===== src/rtl/uv_alu_pkg.sv =====
// uv_alu_pkg: opcode encoding and legality decode shared by decode and execute.
// Define UV_ALU_MINMAX_EN to make the MIN/MAX opcodes legal.
package uv_alu_pkg;

   localparam int ALU_OP_W = 4;

   typedef logic [ALU_OP_W-1:0] alu_op_t;

   localparam alu_op_t UV_ALU_OP_ADD = 4'd0;
   localparam alu_op_t UV_ALU_OP_SUB = 4'd1;
   localparam alu_op_t UV_ALU_OP_SLL = 4'd2;
   localparam alu_op_t UV_ALU_OP_SR  = 4'd3;
   localparam alu_op_t UV_ALU_OP_XOR = 4'd4;
   localparam alu_op_t UV_ALU_OP_OR  = 4'd5;
   localparam alu_op_t UV_ALU_OP_AND = 4'd6;
   localparam alu_op_t UV_ALU_OP_SLT = 4'd7;
   localparam alu_op_t UV_ALU_OP_LUI = 4'd8;
   localparam alu_op_t UV_ALU_OP_MIN = 4'd9;
   localparam alu_op_t UV_ALU_OP_MAX = 4'd10;

   function automatic logic uv_alu_legal(input alu_op_t op, input logic word);
      logic ok;
      if (word) begin
         ok = (op == UV_ALU_OP_ADD) | (op == UV_ALU_OP_SUB) |
              (op == UV_ALU_OP_SLL) | (op == UV_ALU_OP_SR);
      end else begin
         ok = (op <= UV_ALU_OP_LUI);
`ifdef UV_ALU_MINMAX_EN
         ok = ok | (op == UV_ALU_OP_MIN) | (op == UV_ALU_OP_MAX);
`endif
      end
      return ok;
   endfunction

endpackage


===== src/rtl/uv_alu_dp.sv =====
// uv_alu_dp: combinational ALU datapath (extended adder, reversed-left shifter,
// logic ops, equality). Word-mode operands are prepared here for the shifter.
module uv_alu_dp
   import uv_alu_pkg::*;
#(
   parameter int ALU_DW = 32,
   parameter int SFT_DW = 5
) (
   input  logic [ALU_OP_W-1:0] i_op,
   input  logic                i_sgn,
   input  logic                i_word,
   input  logic [ALU_DW-1:0]   i_opa,
   input  logic [ALU_DW-1:0]   i_opb,
   output logic [ALU_DW-1:0]   o_sum,
   output logic                o_lt,
   output logic                o_eq,
   output logic [ALU_DW-1:0]   o_sft,
   output logic [ALU_DW-1:0]   o_xor,
   output logic [ALU_DW-1:0]   o_or,
   output logic [ALU_DW-1:0]   o_and
);

   localparam logic [ALU_DW:0] ONE = 1;

   logic [ALU_DW:0]   w_xa;
   logic [ALU_DW:0]   w_xb;
   logic [ALU_DW:0]   w_dif;
   logic [ALU_DW-1:0] w_add;

   assign w_xa  = {i_sgn & i_opa[ALU_DW-1], i_opa};
   assign w_xb  = {i_sgn & i_opb[ALU_DW-1], i_opb};
   assign w_dif = w_xa + ~w_xb + ONE;
   assign w_add = i_opa + i_opb;

   assign o_sum = (i_op == UV_ALU_OP_ADD) ? w_add : w_dif[ALU_DW-1:0];
   assign o_lt  = w_dif[ALU_DW];
   assign o_eq  = (i_opa == i_opb);
   assign o_xor = i_opa ^ i_opb;
   assign o_or  = i_opa | i_opb;
   assign o_and = i_opa & i_opb;

   logic [SFT_DW-1:0] w_amt;
   logic [ALU_DW-1:0] w_src;
   logic [ALU_DW-1:0] w_in;
   logic [ALU_DW-1:0] w_shl;
   logic [ALU_DW-1:0] w_msk;
   logic [ALU_DW-1:0] w_l;
   logic              w_right;
   logic              w_fill;

   // Right shifts run through the left shifter on bit-reversed data; SRA fill
   // is OR-ed into the vacated low bits before reversing back.
   always_comb begin
      w_amt = i_opb[SFT_DW-1:0];
      w_src = i_opa;
      if (i_word) begin
         for (int k = 5; k < SFT_DW; k++) w_amt[k] = 1'b0;
         for (int k = 32; k < ALU_DW; k++) w_src[k] = i_sgn & i_opa[31];
      end
      w_right = (i_op == UV_ALU_OP_SR);
      w_fill  = w_right & i_sgn & w_src[ALU_DW-1];
      w_in    = w_src;
      if (w_right)
         for (int k = 0; k < ALU_DW; k++) w_in[k] = w_src[ALU_DW-1-k];
      w_shl = w_in << w_amt;
      w_msk = ~({ALU_DW{1'b1}} << w_amt);
      w_l   = w_shl | (w_fill ? w_msk : '0);
      o_sft = w_l;
      if (w_right)
         for (int k = 0; k < ALU_DW; k++) o_sft[k] = w_l[ALU_DW-1-k];
   end

endmodule


===== src/rtl/uv_alu_pipe.sv =====
// uv_alu_pipe: 2-stage pipelined ALU with valid/ready on both sides and flush.
// Optional MIN/MAX result path is enabled by UV_ALU_MINMAX_EN.
module uv_alu_pipe
   import uv_alu_pkg::*;
#(
   parameter int ALU_DW = 32,
   parameter int SFT_DW = 5,
   parameter int TAG_W  = 4
) (
   input  logic                clk,
   input  logic                rst_n,
   input  logic                flush,
   input  logic                in_vld,
   output logic                in_rdy,
   input  logic [ALU_OP_W-1:0] in_op,
   input  logic                in_sgn,
   input  logic                in_word,
   input  logic [TAG_W-1:0]    in_tag,
   input  logic [ALU_DW-1:0]   in_opa,
   input  logic [ALU_DW-1:0]   in_opb,
   output logic                out_vld,
   input  logic                out_rdy,
   output logic [ALU_DW-1:0]   out_res,
   output logic [TAG_W-1:0]    out_tag,
   output logic                out_eq,
   output logic                out_lt,
   output logic                out_ill
);

   localparam logic W_EN = (ALU_DW == 64);

   logic w_word;
   logic w_ill;
   logic w_s1_rdy;
   logic w_s2_rdy;
   logic w_acc;

   logic [ALU_DW-1:0] w_sum;
   logic [ALU_DW-1:0] w_sft;
   logic [ALU_DW-1:0] w_xor;
   logic [ALU_DW-1:0] w_or;
   logic [ALU_DW-1:0] w_and;
   logic              w_lt;
   logic              w_eq;
   logic [ALU_DW-1:0] w_res;

   logic                r1_vld;
   logic [ALU_OP_W-1:0] r1_op;
   logic                r1_word;
   logic                r1_ill;
   logic [TAG_W-1:0]    r1_tag;
   logic [ALU_DW-1:0]   r1_sum;
   logic [ALU_DW-1:0]   r1_sft;
   logic [ALU_DW-1:0]   r1_xor;
   logic [ALU_DW-1:0]   r1_or;
   logic [ALU_DW-1:0]   r1_and;
   logic [ALU_DW-1:0]   r1_opb;
   logic                r1_lt;
   logic                r1_eq;
`ifdef UV_ALU_MINMAX_EN
   logic [ALU_DW-1:0]   r1_opa;
`endif

   logic              r2_vld;
   logic [ALU_DW-1:0] r2_res;
   logic [TAG_W-1:0]  r2_tag;
   logic              r2_eq;
   logic              r2_lt;
   logic              r2_ill;

   assign w_word   = in_word & W_EN;
   assign w_ill    = ~uv_alu_legal(in_op, w_word);
   assign w_s2_rdy = ~r2_vld | out_rdy;
   assign w_s1_rdy = ~r1_vld | w_s2_rdy;
   assign in_rdy   = w_s1_rdy & ~flush;
   assign w_acc    = in_vld & in_rdy;

   uv_alu_dp #(
      .ALU_DW (ALU_DW),
      .SFT_DW (SFT_DW)
   ) u_dp (
      .i_op   (in_op),
      .i_sgn  (in_sgn),
      .i_word (w_word),
      .i_opa  (in_opa),
      .i_opb  (in_opb),
      .o_sum  (w_sum),
      .o_lt   (w_lt),
      .o_eq   (w_eq),
      .o_sft  (w_sft),
      .o_xor  (w_xor),
      .o_or   (w_or),
      .o_and  (w_and)
   );

   always_ff @(posedge clk) begin
      if (!rst_n)
         r1_vld <= 1'b0;
      else if (flush)
         r1_vld <= 1'b0;
      else if (w_s1_rdy)
         r1_vld <= w_acc;
   end

   always_ff @(posedge clk) begin
      if (w_acc) begin
         r1_op   <= in_op;
         r1_word <= w_word;
         r1_ill  <= w_ill;
         r1_tag  <= in_tag;
         r1_sum  <= w_sum;
         r1_sft  <= w_sft;
         r1_xor  <= w_xor;
         r1_or   <= w_or;
         r1_and  <= w_and;
         r1_opb  <= in_opb;
         r1_lt   <= w_lt;
         r1_eq   <= w_eq;
`ifdef UV_ALU_MINMAX_EN
         r1_opa  <= in_opa;
`endif
      end
   end

   always_comb begin
      w_res = '0;
      case (r1_op)
         UV_ALU_OP_ADD,
         UV_ALU_OP_SUB: w_res = r1_sum;
         UV_ALU_OP_SLL,
         UV_ALU_OP_SR:  w_res = r1_sft;
         UV_ALU_OP_XOR: w_res = r1_xor;
         UV_ALU_OP_OR:  w_res = r1_or;
         UV_ALU_OP_AND: w_res = r1_and;
         UV_ALU_OP_SLT: w_res[0] = r1_lt;
         UV_ALU_OP_LUI: w_res = r1_opb;
`ifdef UV_ALU_MINMAX_EN
         UV_ALU_OP_MIN: w_res = r1_lt ? r1_opa : r1_opb;
         UV_ALU_OP_MAX: w_res = r1_lt ? r1_opb : r1_opa;
`endif
         default:       w_res = '0;
      endcase
      if (r1_word)
         for (int k = 32; k < ALU_DW; k++) w_res[k] = w_res[31];
      if (r1_ill)
         w_res = '0;
   end

   always_ff @(posedge clk) begin
      if (!rst_n)
         r2_vld <= 1'b0;
      else if (flush)
         r2_vld <= 1'b0;
      else if (w_s2_rdy)
         r2_vld <= r1_vld;
   end

   always_ff @(posedge clk) begin
      if (!rst_n) begin
         r2_res <= '0;
         r2_tag <= '0;
         r2_eq  <= 1'b0;
         r2_lt  <= 1'b0;
         r2_ill <= 1'b0;
      end else if (!flush && w_s2_rdy && r1_vld) begin
         r2_res <= w_res;
         r2_tag <= r1_tag;
         r2_eq  <= r1_eq & ~r1_ill;
         r2_lt  <= r1_lt & ~r1_ill;
         r2_ill <= r1_ill;
      end
   end

   assign out_vld = r2_vld;
   assign out_res = r2_res;
   assign out_tag = r2_tag;
   assign out_eq  = r2_eq;
   assign out_lt  = r2_lt;
   assign out_ill = r2_ill;

endmodule

===== config.mk =====
export PLATFORM = sky130hd
export DESIGN_NAME = uv_alu_pipe
export DESIGN_NICKNAME = d
export VERILOG_FILES = /design/src/rtl/uv_alu_pkg.sv /design/src/rtl/uv_alu_dp.sv /design/src/rtl/uv_alu_pipe.sv
export SDC_FILE = /design/constraint.sdc
export NUM_CORES = 1
export LEC_CHECK = 0
export ABC_AREA = 0
export CAP_MARGIN = 30
export CORE_MARGIN = 2
export CORE_UTILIZATION = 24
export DETAILED_ROUTE_END_ITERATION = 16
export PLACE_DENSITY = 0.4
export REMOVE_ABC_BUFFERS = 1
export SKIP_LAST_GASP = 1
export SYNTH_ARGS = -nofsm -noshare
export SYNTH_HDL_FRONTEND = slang
export SYNTH_SLANG_ARGS = --single-unit

===== constraint.sdc =====
create_clock -name clk -period 9.45 [get_ports clk]
set_input_delay 1.89 -clock clk [delete_from_list [all_inputs] [get_ports clk]]
set_output_delay 1.89 -clock clk [all_outputs]
set_load 0.05 [all_outputs]

Word level (Yosys, flattened, before mapping):

Cells that the tools add are included.
Widths: inputs -> output; s select.

* bits in latches: 0
* register bits: 244
* memory bits (read-only): 0
* memories: 0
* memory bits (writable): 0

* bitwise gates (word level): 22
* multiply operators: 0
* reduce and logical (&&, ||, !) cells: 8
* add/subtract/negate cells: 3
* divide/modulo/power cells: 0
* shifts and indexed selects: 2
* equal/unequal tests: 10
* multiplexer cells: 7
* $lt $le $gt $ge: 1

Operator list (count)
* $pmux 31 s6: 1
* $mux 32: 5
* $or 32x32->32: 2
* $add 33x1->33 const B: 1
* $add 33x33->33: 1
* $not 33->33: 1
* $add 32x32->32: 1
* $and 32x32->32: 1
* $eq 32x32->1: 1
* $not 32->32: 1
* $shl 32x5->32: 1
* $shl 32x5->32 const A: 1
* $xor 32x32->32: 1
* $eq 4x3->1 const B: 4
* $eq 4x2->1 const B: 3
* $and 1x1->1: 8
* $logic_not 4->1: 2
* $pmux 1 s7: 1
* $not 1->1: 6
* $reduce_or 2->1: 3
* $eq 4x1->1 const B: 1
* $eq 4x4->1 const B: 1
* $le 4x4->1 const B: 1
* $logic_and 1x1->1: 2
* 2 further kinds: 3

Longest topological paths before layout:

Gate-level depths: netlist of the first run.

* depth after elaboration: 6
* gate-level depth with buffers: 13

Cells and area by module:

A second synthesis of the first run with hierarchy kept.

* cells, all modules: 1569
* area, all modules: 16065.4 um2

Modules (own cells, without submodules)
* uv_alu_pipe: cells each 559, seq. area each 6916.6 um2, times used 1, area an instance 9202.6 um2
* uv_alu_dp: cells each 1010, seq. area each 0.0 um2, times used 1, area an instance 6862.8 um2

Worst setup path before layout of the first run:

OpenSTA, ideal clock, no wires.

* path kind: input port to flip-flop
* start: input port out_rdy
* end: register r1_and[0], enable pin
* data arrival time: 7.484 ns
* stages: 3
* slack: 1.381 ns
* cells stage by stage: nor2b_1 a21oi_1 and2_1

* cells in the longest elaborated chain, start to end: 4

Ends and longest elaborated chain
* start: declaration: RTL line uv_alu_pipe.sv:22 `input logic out_rdy,`
* $or 1x1->1: RTL line uv_alu_pipe.sv:73 `assign w_s2_rdy = ~r2_vld | out_rdy;`
* $or 1x1->1: RTL line uv_alu_pipe.sv:74 `assign w_s1_rdy = ~r1_vld | w_s2_rdy;`
* $and 1x1->1: RTL line uv_alu_pipe.sv:75 `assign in_rdy = w_s1_rdy & ~flush;`
* via in_rdy: RTL line uv_alu_pipe.sv:14 `output logic in_rdy,`
* $and 1x1->1: RTL line uv_alu_pipe.sv:76 `assign w_acc = in_vld & in_rdy;`
* via w_acc: RTL line uv_alu_pipe.sv:36 `logic w_acc;`
* end signal: assignment: RTL line uv_alu_pipe.sv:115 `r1_and <= w_and;`
* end: declaration: RTL line uv_alu_pipe.sv:56 `logic [ALU_DW-1:0] r1_and;`

The timed path passes the listed nets, and every way through them passes these cells.
A chain may end at the register's enable or synchronous reset.

Worst setup path after layout of the first run:

* start: input port in_opb[4]
* end: register r1_sum[28] (data pin)

* cells in the longest elaborated chain, start to end: 4

Ends and longest elaborated chain
* start: declaration: RTL line uv_alu_pipe.sv:20 `input logic [ALU_DW-1:0] in_opb,`
* $not 33->33: RTL line uv_alu_dp.sv:32 `assign w_dif = w_xa + ~w_xb + ONE;`
* $add 33x33->33: RTL line uv_alu_dp.sv:32
* $add 33x1->33: RTL line uv_alu_dp.sv:32
* $mux 32 (*): RTL line uv_alu_dp.sv:35 `assign o_sum = (i_op == UV_ALU_OP_ADD) ? w_add : w_dif[ALU_DW-1:0];`
* via u_dp.o_sum[28]: RTL line uv_alu_dp.sv:14 `output logic [ALU_DW-1:0] o_sum,`
* end signal: assignment: RTL line uv_alu_pipe.sv:111 `r1_sum <= w_sum;`
* end: declaration: RTL line uv_alu_pipe.sv:52 `logic [ALU_DW-1:0] r1_sum;`

The timed path passes the listed nets; every way through them passes the cells marked *.

==> impl_metrics.py, run 1 <==
metrics = {
    "synth": {
        "syn_inst": 1491,
        "async_flop_share_pct": 0,
        "synth_top_area_cell": "edfxtp_1",
        "synth_enable_flop_cells": 202,
        "synth_seq_cells": 243,
        "synthFlopType": "edfxtp_1",
        "avgSynthCellArea_um2": 10.4,
        "synthTopCellsByArea": "edfxtp_1, ha_1, a21oi_1",
        "syn_area_um2": 15500,
        "synth_cell_types": 77,
        "synth_most_common_cell": "edfxtp_1",
        "synth_commonest_cells": "edfxtp_1, a21oi_1, inv_1",
        "synth_top_area_share_pct": 39.2,
        "ys_seq_area_share_pct": 44.5,
        "synth.yosys.warnings": 0,
    },
    "global_routing": {
        "grt_pass1_vias": 12500,
        "antenna_found_initial": 3,
        "grt_max_degree": 142,
        "grt_pass1_wl_mm": 86.4,
        "grt_use_total_pct": 17.2,
        "overflow": 0,
    },
    "timing": {
        "worst_slew_pin_slew_ns": 1.13,
        "setup_violations": 0,
        "tns_ns": 0,
        "fmax_ghz": 0.153,
        "finalCritPeriodShare_pct": 69.3,
        "skew_ns": 0.0220,
        "rsz0062_at_grt": "no",
        "finalHoldViolCount": 0,
        "period_needed_ns": 6.55,
        "slew_viol_final": 0,
        "max_slew_margin_pct": 23.7,
    },
    "die": {
        "core_area_um2": 64100,
        "initial_utilization_pct": 24.1,
        "die_width_um": 258,
        "rows": 93,
        "ios": 120,
        "fp.dieH_um": 258,
        "dieArea_um2": 66500,
    },
    "cts": {
        "postCtsSetupRepairBufs": 0,
        "tritoncts": "built",
        "cts_hold_buffers": 0,
        "clk_latency_ns": 0.58,
        "cts_buffer_depth": 3,
        "root_buffer": "clkbuf_16",
        "ctsResizeCount": 0,
        "cts-buffers-inserted": 30,
        "cts_max_level": 1,
        "clk_pin_slew_worst_paths_ns": 0.06,
        "cts_sinks": 243,
    },
    "power": {
        "cellPowerDensity_nw_per_um2": 163,
        "total_power_mw": 3.03,
        "irDropWorstVdd_mv": 0.122,
        "p_leak_nw": 6.77,
    },
    "setup_path": {
        "critPathCaptureType": "flop",
        "cp-endpoint": "r1_sum[28]",
        "crit_fanout": 32,
        "worstPathArrival_ns": 6.85,
        "r2r_end": "out_res[6]",
        "startpoint": "in_opb[4]",
        "startpoint_type": "primary input",
        "r2r_setup_slack_ns": 6.84,
        "required_ns": 9.76,
        "critPathKind": "in2reg",
        "r2r_cells": 8,
        "r2r_start": "out_vld",
    },
    "layout": {
        "multi_input_area_um2": 7730,
        "area_growth_pct": 20.0,
        "nFillCells": 6637,
        "regArea_um2": 6890,
        "drive_gt1_share_pct": 8.35,
        "nets": 1747,
    },
    "routing": {
        "ant_nets": 0,
        "drt-initial-drc-count": 1279,
        "drc": 0,
        "dr.pass1.iters": 8,
        "viasPerCell": 5.10,
        "dr_total_vias": 12500,
        "totalWireLength_mm": 58.6,
        "wl_per_cell_um": 23.9,
    },
    "placement": {
        "io_buffers": 118,
        "globalplace.congestion": 0.892,
        "dp_hpwl_mm": 42.3,
    },
    "outcome": {
        "status": "complete, no violations",
    },
    "hold_path": {
        "holdCritPathClass": "reg2reg",
    },
    "flow_run": {
        "drv_cap": 0,
    },
}
## layer usage
layer / global-route usage (%) / vias to the layer above / wire [um]
met5: 0 / - / 7
met4: 4.22 / 2 / 1080
met3: 2.41 / 64 / 2770
met2: 28.9 / 349 / 28200
met1: 23.4 / 6291 / 26500
li1: - / 5793 / -
## logic make-up (layout without fill, tap and decap cells)
logic type / count (synthesis) / after routing / share of synthesized area, %
AND/OR/NAND/NOR: 343 / 343 / 11.0
buffers and inverters: 224 / 326 / 5.77
flip-flops: 243 / 243 / 44.5
multiplexers: 105 / 105 / 9.37
XOR/XNOR: 32 / 32 / 1.81
other: 0 / 1 / 0
AO/OA/AOI/OAI: 445 / 445 / 19.4
adder cells (fa/ha/maj): 99 / 99 / 8.11
## layout make-up
cell class                 instances  share of cell area (%)
clock buffer                      40                    4.58
tap                              855                    5.77
clock inverter                    16                   0.816
antenna                            1                  0.0135
timing repair buffer             142                    7.45
sequential                       243                    37.1
inverter                         128                    2.59
multi-input combinational       1024                    41.7
## registers in the layout (all words and copies together) (netlist names)
name	flops
out_ill	1
out_vld	1
out_eq	1
r1_opb	32
r1_op	4
r1_lt	1
r1_eq	1
r1_and	32
out_res	32
r1_tag	4
out_lt	1
r1_xor	32
r1_sft	32
r1_vld	1
out_tag	4
r1_sum	31
r1_ill	1
r1_or	32
## metrics by stage
stage	utilization, %	std cells	cell area, um^2	worst slack, ns	hold WS, ns
6_report	28.9	2449	18600	2.90	0.506
4_1_cts	28.9	2448	18600	2.95	0.513
3_5_place_dp	27.4	2392	17500	2.38	0.498
5_1_grt	28.9	2448	18600	2.68	0.543
3_3_place_gp	27.3	2391	17500	2.30	0.482
2_1_floorplan	-	1395	15100	1.38	0.475
## layout by cell type (no fill, tap or decap), types with 18 or more instances in the layout
| cell | synthesis | routed |
|---|---|---|
| a211oi_1 | 18 | 18 |
| nor2b_1 | 50 | 50 |
| a222oi_1 | 62 | 62 |
| mux2i_1 | 69 | 69 |
| inv_1 | 125 | 125 |
| xnor2_1 | 29 | 29 |
| edfxtp_1 | 202 | 202 |
| nor3_1 | 32 | 30 |
| a21oi_1 | 168 | 168 |
| nand2_1 | 74 | 73 |
| clkbuf_16 | 0 | 31 |
| buf_4 | 2 | 22 |
| ha_1 | 97 | 97 |
| clkdlybuf4s50_1 | 0 | 117 |
| dfxtp_1 | 41 | 41 |
| nor2_1 | 98 | 97 |
| o21ai_0 | 62 | 62 |
| mux4_2 | 26 | 26 |
## worst min path at each step
| stage | from | cells after the start | end | slack, ns |
|---|---|---|---|---|
| after global placement | r1_tag[3] | 2 | out_tag[3] | 0.48 |
| final | r1_tag[1] | 2 | out_tag[1] | 0.51 |
| after detailed placement | out_res[18] | 2 | out_res[18] | 0.50 |
| after floorplan | r1_tag[0] | 2 | out_tag[0] | 0.47 |
| after CTS | r1_tag[1] | 2 | out_tag[1] | 0.51 |
| after global routing | out_res[29] | 2 | out_res[29] | 0.54 |
## critical path: stages
cell and delay (ns):
clkdlybuf4s50_1 0.45, buf_4 0.34, clkinv_1 0.67, ha_1 0.71, a21o_1 0.23, a221oi_1 0.75, a211oi_1 0.37, a311oi_1 0.41
o21ai_0 0.28, a21oi_1 0.29, a2bb2oi_1 0.32, xnor2_1 0.10
## report_power, final
part	internal (mW)	switching [mW]	total, mW
sequential	1.25	0.0254	1.28
clock	0.687	0.472	1.16
combinational	0.211	0.376	0.587
Power figures use the tool's default switching activity.
==> inputs of run 2 (changes only) <==
--- a/config.mk
+++ b/config.mk
@@ -10,7 +10,7 @@
 export CORE_MARGIN = 2
 export CORE_UTILIZATION = 24
 export DETAILED_ROUTE_END_ITERATION = 16
-export PLACE_DENSITY = 0.4
+export PLACE_DENSITY = 0.41
 export REMOVE_ABC_BUFFERS = 1
 export SKIP_LAST_GASP = 1
 export SYNTH_ARGS = -nofsm -noshare
==> constraint.sdc (replaced) <==
create_clock -name clk -period 5.45 [get_ports clk]
set_input_delay 1.09 -clock clk [delete_from_list [all_inputs] [get_ports clk]]
set_output_delay 1.09 -clock clk [all_outputs]
set_load 0.05 [all_outputs]
==> run 2 against run 1 <==
Compared with the run above:
- global-route usage is 0.071 points higher
- combinational power is 79% higher
- cell count is 1.6% higher
- critical path depth stayed put
- via count is 0.85% higher
- core utilization is 0.59 points higher
- sequential share of layout area is 0.74 points lower
- clock skew is 0.010 ns lower
- die area stayed put
- sequential cell count stayed put
==> impl_metrics.py, run 2 (same netlist as run 1, synthesis figures left out) <==
metrics = {
    "placement": {
        "dp_hpwl_mm": 43.8,
        "place_ws_ns": 0.321,
        "dp.cells": 2432,
        "globalplace.congestion": 0.883,
        "io_buffers": 118,
    },
    "cts": {
        "cts_buffer_depth": 3,
        "cts_hold_buffers": 0,
        "clk_latency_ns": 0.56,
        "clk_pin_slew_worst_paths_ns": 0.06,
        "tritoncts": "built",
        "root_buffer": "clkbuf_16",
        "ctsResizeCount": 0,
        "cts_max_level": 1,
        "postCtsSetupRepairBufs": 0,
        "cts_sinks": 243,
        "cts-buffers-inserted": 30,
    },
    "die": {
        "die_width_um": 258,
        "core_area_um2": 64100,
        "rows": 93,
        "initial_utilization_pct": 24.1,
        "fp.dieH_um": 258,
        "ios": 120,
        "dieArea_um2": 66500,
    },
    "timing": {
        "finalHoldViolCount": 0,
        "period_needed_ns": 4.57,
        "worst_slew_pin_slew_ns": 0.950,
        "slew_viol_final": 0,
        "rsz0062_at_grt": "no",
        "max_slew_margin_pct": 36.7,
        "skew_ns": 0.0121,
        "finalCritPeriodShare_pct": 83.8,
        "setup_violations": 0,
        "fmax_ghz": 0.219,
        "holdWs_ns": 0.503,
        "setup_ws_ns": 0.881,
    },
    "setup_path": {
        "r2r_cells": 8,
        "critPathCaptureType": "flop",
        "required_ns": 5.76,
        "startpoint_type": "primary input",
        "critPathKind": "in2reg",
        "crit_fanout": 9,
        "worstPathArrival_ns": 4.87,
    },
    "routing": {
        "dr.pass1.iters": 8,
        "wl_per_cell_um": 23.6,
        "drc": 0,
        "totalWireLength_mm": 58.8,
        "drt-initial-drc-count": 1168,
        "ant_nets": 0,
        "dr_total_vias": 12600,
        "viasPerCell": 5.07,
    },
    "global_routing": {
        "grt_max_degree": 107,
        "grt_pass1_vias": 12600,
        "grt_pass1_wl_mm": 86.4,
        "grt_use_total_pct": 17.3,
        "antenna_found_initial": 1,
        "overflow": 0,
    },
    "power": {
        "p_leak_nw": 7.00,
        "cellPowerDensity_nw_per_um2": 286,
        "irDropWorstVdd_mv": 0.221,
    },
    "layout": {
        "drive_gt1_share_pct": 10.5,
        "final_common_cell": "edfxtp_1",
        "n_antenna_cell": 0,
        "area_growth_pct": 22.4,
        "final_core_util_pct": 29.5,
        "nFillCells": 6645,
        "nets": 1787,
        "fin_cells": 2488,
        "most-common-layout-cells": "edfxtp_1, a21oi_1, inv_1",
    },
    "flow_run": {
        "drv_cap": 0,
    },
    "outcome": {
        "status": "complete, no violations",
    },
    "hold_path": {
        "holdCritPathClass": "reg2reg",
        "holdPathStages": 2,
    },
}
run 2: changes by cell type in the layout (fill, tap and decap cells not counted), moves of 2 or more:
cell	change
bufinv_16	+4
buf_4	+39
clkinv_1	+2
clkbuf_8	-2
clkinv_4	-2
run 2: critical path: stages:
cell             delay, ns
clkdlybuf4s50_1       0.67
inv_1                 0.08
ha_1                  0.49
and3_1                0.26
a221oi_1              0.10
buf_4                 0.17
a211oi_1              0.60
a311oi_1              0.23
o21ai_0               0.54
a21oi_1               0.25
a2bb2oi_1             0.22
xnor2_1               0.14
run 2: per-stage QoR:
step / cell area [um^2] / setup TNS, ns / power, mW
3_5_place_dp: 17900 / 0 / 3.30
3_3_place_gp: 17900 / 0 / 3.30
4_1_cts: 18900 / 0 / 5.48
6_report: 18900 / 0 / 5.42
2_1_floorplan: 15100 / -367.50 / 2.84
5_1_grt: 18900 / 0 / 5.65
run 2: layout make-up:
class / instances / area, um^2 / area share [%]
Clock buffer: 37 / 818 / 4.32
Inverter: 128 / 480 / 2.54
Timing Repair Buffer: 182 / 1690 / 8.95
Tap cell: 855 / 1070 / 5.65
Sequential cell: 243 / 6890 / 36.4
Clock inverter: 19 / 254 / 1.34
Multi-Input combinational cell: 1024 / 7730 / 40.8
run 2: layer usage:
| metal | wire (um) | track usage, % |
|---|---|---|
| met1 | 27000 | 23.8 |
| met2 | 27700 | 28.9 |
| met4 | 1460 | 4.82 |
| met3 | 2640 | 1.90 |
| met5 | 0 | 0 |
run 2: where the power goes:
part           switching, mW  internal, mW
Clock                  0.804          1.35
Combinational          0.661         0.393
Sequential            0.0414          2.17
run 2: final timing paths:
kind                                 from    endpoint  slack [ns]
worst max register to register    out_vld  out_res[7]        2.77
worst min register to register  r1_tag[3]  out_tag[3]        0.50
worst min-delay path            r1_tag[3]  out_tag[3]        0.50
worst max-delay path            in_opa[4]  r1_sum[28]        0.88
==> RTL change: new RTL, flow settings as in run 2 <==
Build with the macro `UV_ALU_MINMAX_EN` defined.
--- a/src/rtl/uv_alu_pkg.sv
+++ b/src/rtl/uv_alu_pkg.sv
@@ -1,5 +1,7 @@
 // uv_alu_pkg: opcode encoding and legality decode shared by decode and execute.
 // Define UV_ALU_MINMAX_EN to make the MIN/MAX opcodes legal.
+`define UV_ALU_MINMAX_EN
+
 package uv_alu_pkg;
 
    localparam int ALU_OP_W = 4;
Formal check against the unedited RTL: not equivalent (Yosys sat finds a counterexample within 4 cycles, from zero or initial values and one cycle with rst_n low).
==> RTL change against run 2 <==
- total power rose by 11%
- final area rose by 12%
- via count rose by 13%
- count of clock-buffer cells in the layout rose by 13
- wire length rose by 12%
- setup slack improved by 0.14 ns
- sequential cell count rose by 32
- die area rose by 12%
- synthesized area rose by 13%
- critical path depth did not move
- fmax rose by 3.1%
==> RTL change: results (changes against run 2) <==
- The run finished with clean final reports.
- The leakage power summed over all cells is 7.61 nW (+8.7%).
- The clock-pin transition on the worst setup and hold timing paths is 0.06 ns (about the same).
- The internal power of the cells is 0.00429 W (+9.8%).
- The via count of the first global-routing pass is 14,300 (+13%).
- The number of antenna violations at the first check in global routing is 2 (+1).
- The final core utilization is 0.296 (+0.000342).
- The count of unique library cells instantiated by Yosys is 91 (+18%).
- The maximum clock frequency is 226 MHz (+3.1%).
- The iteration-0 DRC count of the detailed router is 1,143 (-2.1%).
- The routed length per instance is 23.6 um (-0.15%).
- In this run the critical register-to-register path is launched from r1_op[1]$_DFFE_PP_.
- The proportion of layout cells with a drive suffix above 1 is 0.110 (+0.00484).
- The share of synthesized cell area in full adder, half adder and majority cells was 0.0720 (-0.00907).
- The critical register-to-register path endpoint is out_res[12]$_SDFFE_PN0P_.
- The peak ir drop on the vdd network is 177 uV (-20%).
- The register-to-register path setup slack is 2.62 ns (-0.15 ns).
- The number of cells after detailed placement is 2,737 (+13%).
- The global-route usage over all layers was 0.175 (+0.00149).
- Counting instances in the post-synthesis netlist gives the leading cell types as edfxtp_1, a21oi_1, nand2_1, inv_1, nor2_1.
- The number of optimization iterations in the first detailed-route pass came to 5 (-3).
- The clock latency on the worst-skew pair is between 0.5 and 0.6 ns.
- The wire length of the first global-routing pass is 97.3 mm (+13%).
- The worst min-delay path startpoint is r1_tag[0]$_DFFE_PP_.
- The quantity of gates resized following cts is 0 (unchanged).
- The half-perimeter wire length after placement is 49.0 mm (+12%).
- The final-layout worst hold slack was 0.500 ns (-0.00258 ns).
- The largest net degree at the start of global routing came to 63 (-41%).
- The largest clock skew in the final design is 0.0152 ns (+0.00312 ns).
- The H-tree depth reported by CTS came to 2 (+1).
- The arrival time at the worst endpoint is 4.73 ns (-0.14 ns).
- For hold timing, the worst endpoint is out_tag[0]$_SDFFE_PN0P_.
- The proportion of synthesized area in mux cells is 0.0881 (-0.00560).
- The part of the Yosys area used for sequential elements is 0.451 (+0.00534).
- The number of filler instances in the final layout came to 7,514 (+13%).
- The xor and xnor fraction of the mapped netlist area was 0.0165 (-0.00160).
- The final RePlAce weighted congestion is 0.881 (-0.20%).
- Ranked by total cell area, the synthesized netlist is headed by edfxtp_1, ha_1, dfxtp_1.
- The instance count of the mapped netlist was 1,702 (+14%).
- The capturing element of the worst setup path is r1_sum[27]$_DFFE_PP_.
- The compound-gate portion of the synthesized area was 0.208 (+0.0136).
- The number of flops mapped to enable cells by yosys is 234 (+16%).
- The pre-CTS setup slack is 0.499 ns (+0.179 ns).
- The via density per instance is 5.08 (+0.23%).
- The total clock buffers created by CTS is 36 (+20%).
- The detailed-route wire length was 66.2 mm (+12%).
- The net total in the final layout was 2,003 (+12%).
- The most critical setup path has its startpoint at in_opa[6].
- The placed instance area was 20,000 um^2 (+12%).
-- RTL change: power by group through the flow --
stage / registers [W] / logic, W / clock network (W)
4_1_cts: 0.00252 / 0.00115 / 0.00242
2_1_floorplan: 0.00258 / 0.000639 / 0
5_1_grt: 0.00254 / 0.00125 / 0.00250
6_report: 0.00252 / 0.00115 / 0.00234
3_3_place_gp: 0.00257 / 0.00114 / 0
3_5_place_dp: 0.00257 / 0.00114 / 0
-- RTL change: final cells by class --
class / count / area share
timing repair buffer: 200 / 0.0872
inverter: 129 / 0.0229
multi-input combinational: 1183 / 0.409
clock buffer: 50 / 0.0479
clock inverter: 16 / 0.00644
sequential: 275 / 0.371
tap: 950 / 0.0561
-- RTL change: layer usage --
| layer | track usage | part of all wire | vias to the layer above |
|---|---|---|---|
| met4 | 0.0601 | 0.033 | 2 |
| met2 | 0.285 | 0.47 | 434 |
| li1 | - | - | 6634 |
| met3 | 0.0244 | 0.048 | 98 |
| met5 | 0 | 0.00020 | - |
| met1 | 0.236 | 0.45 | 7066 |
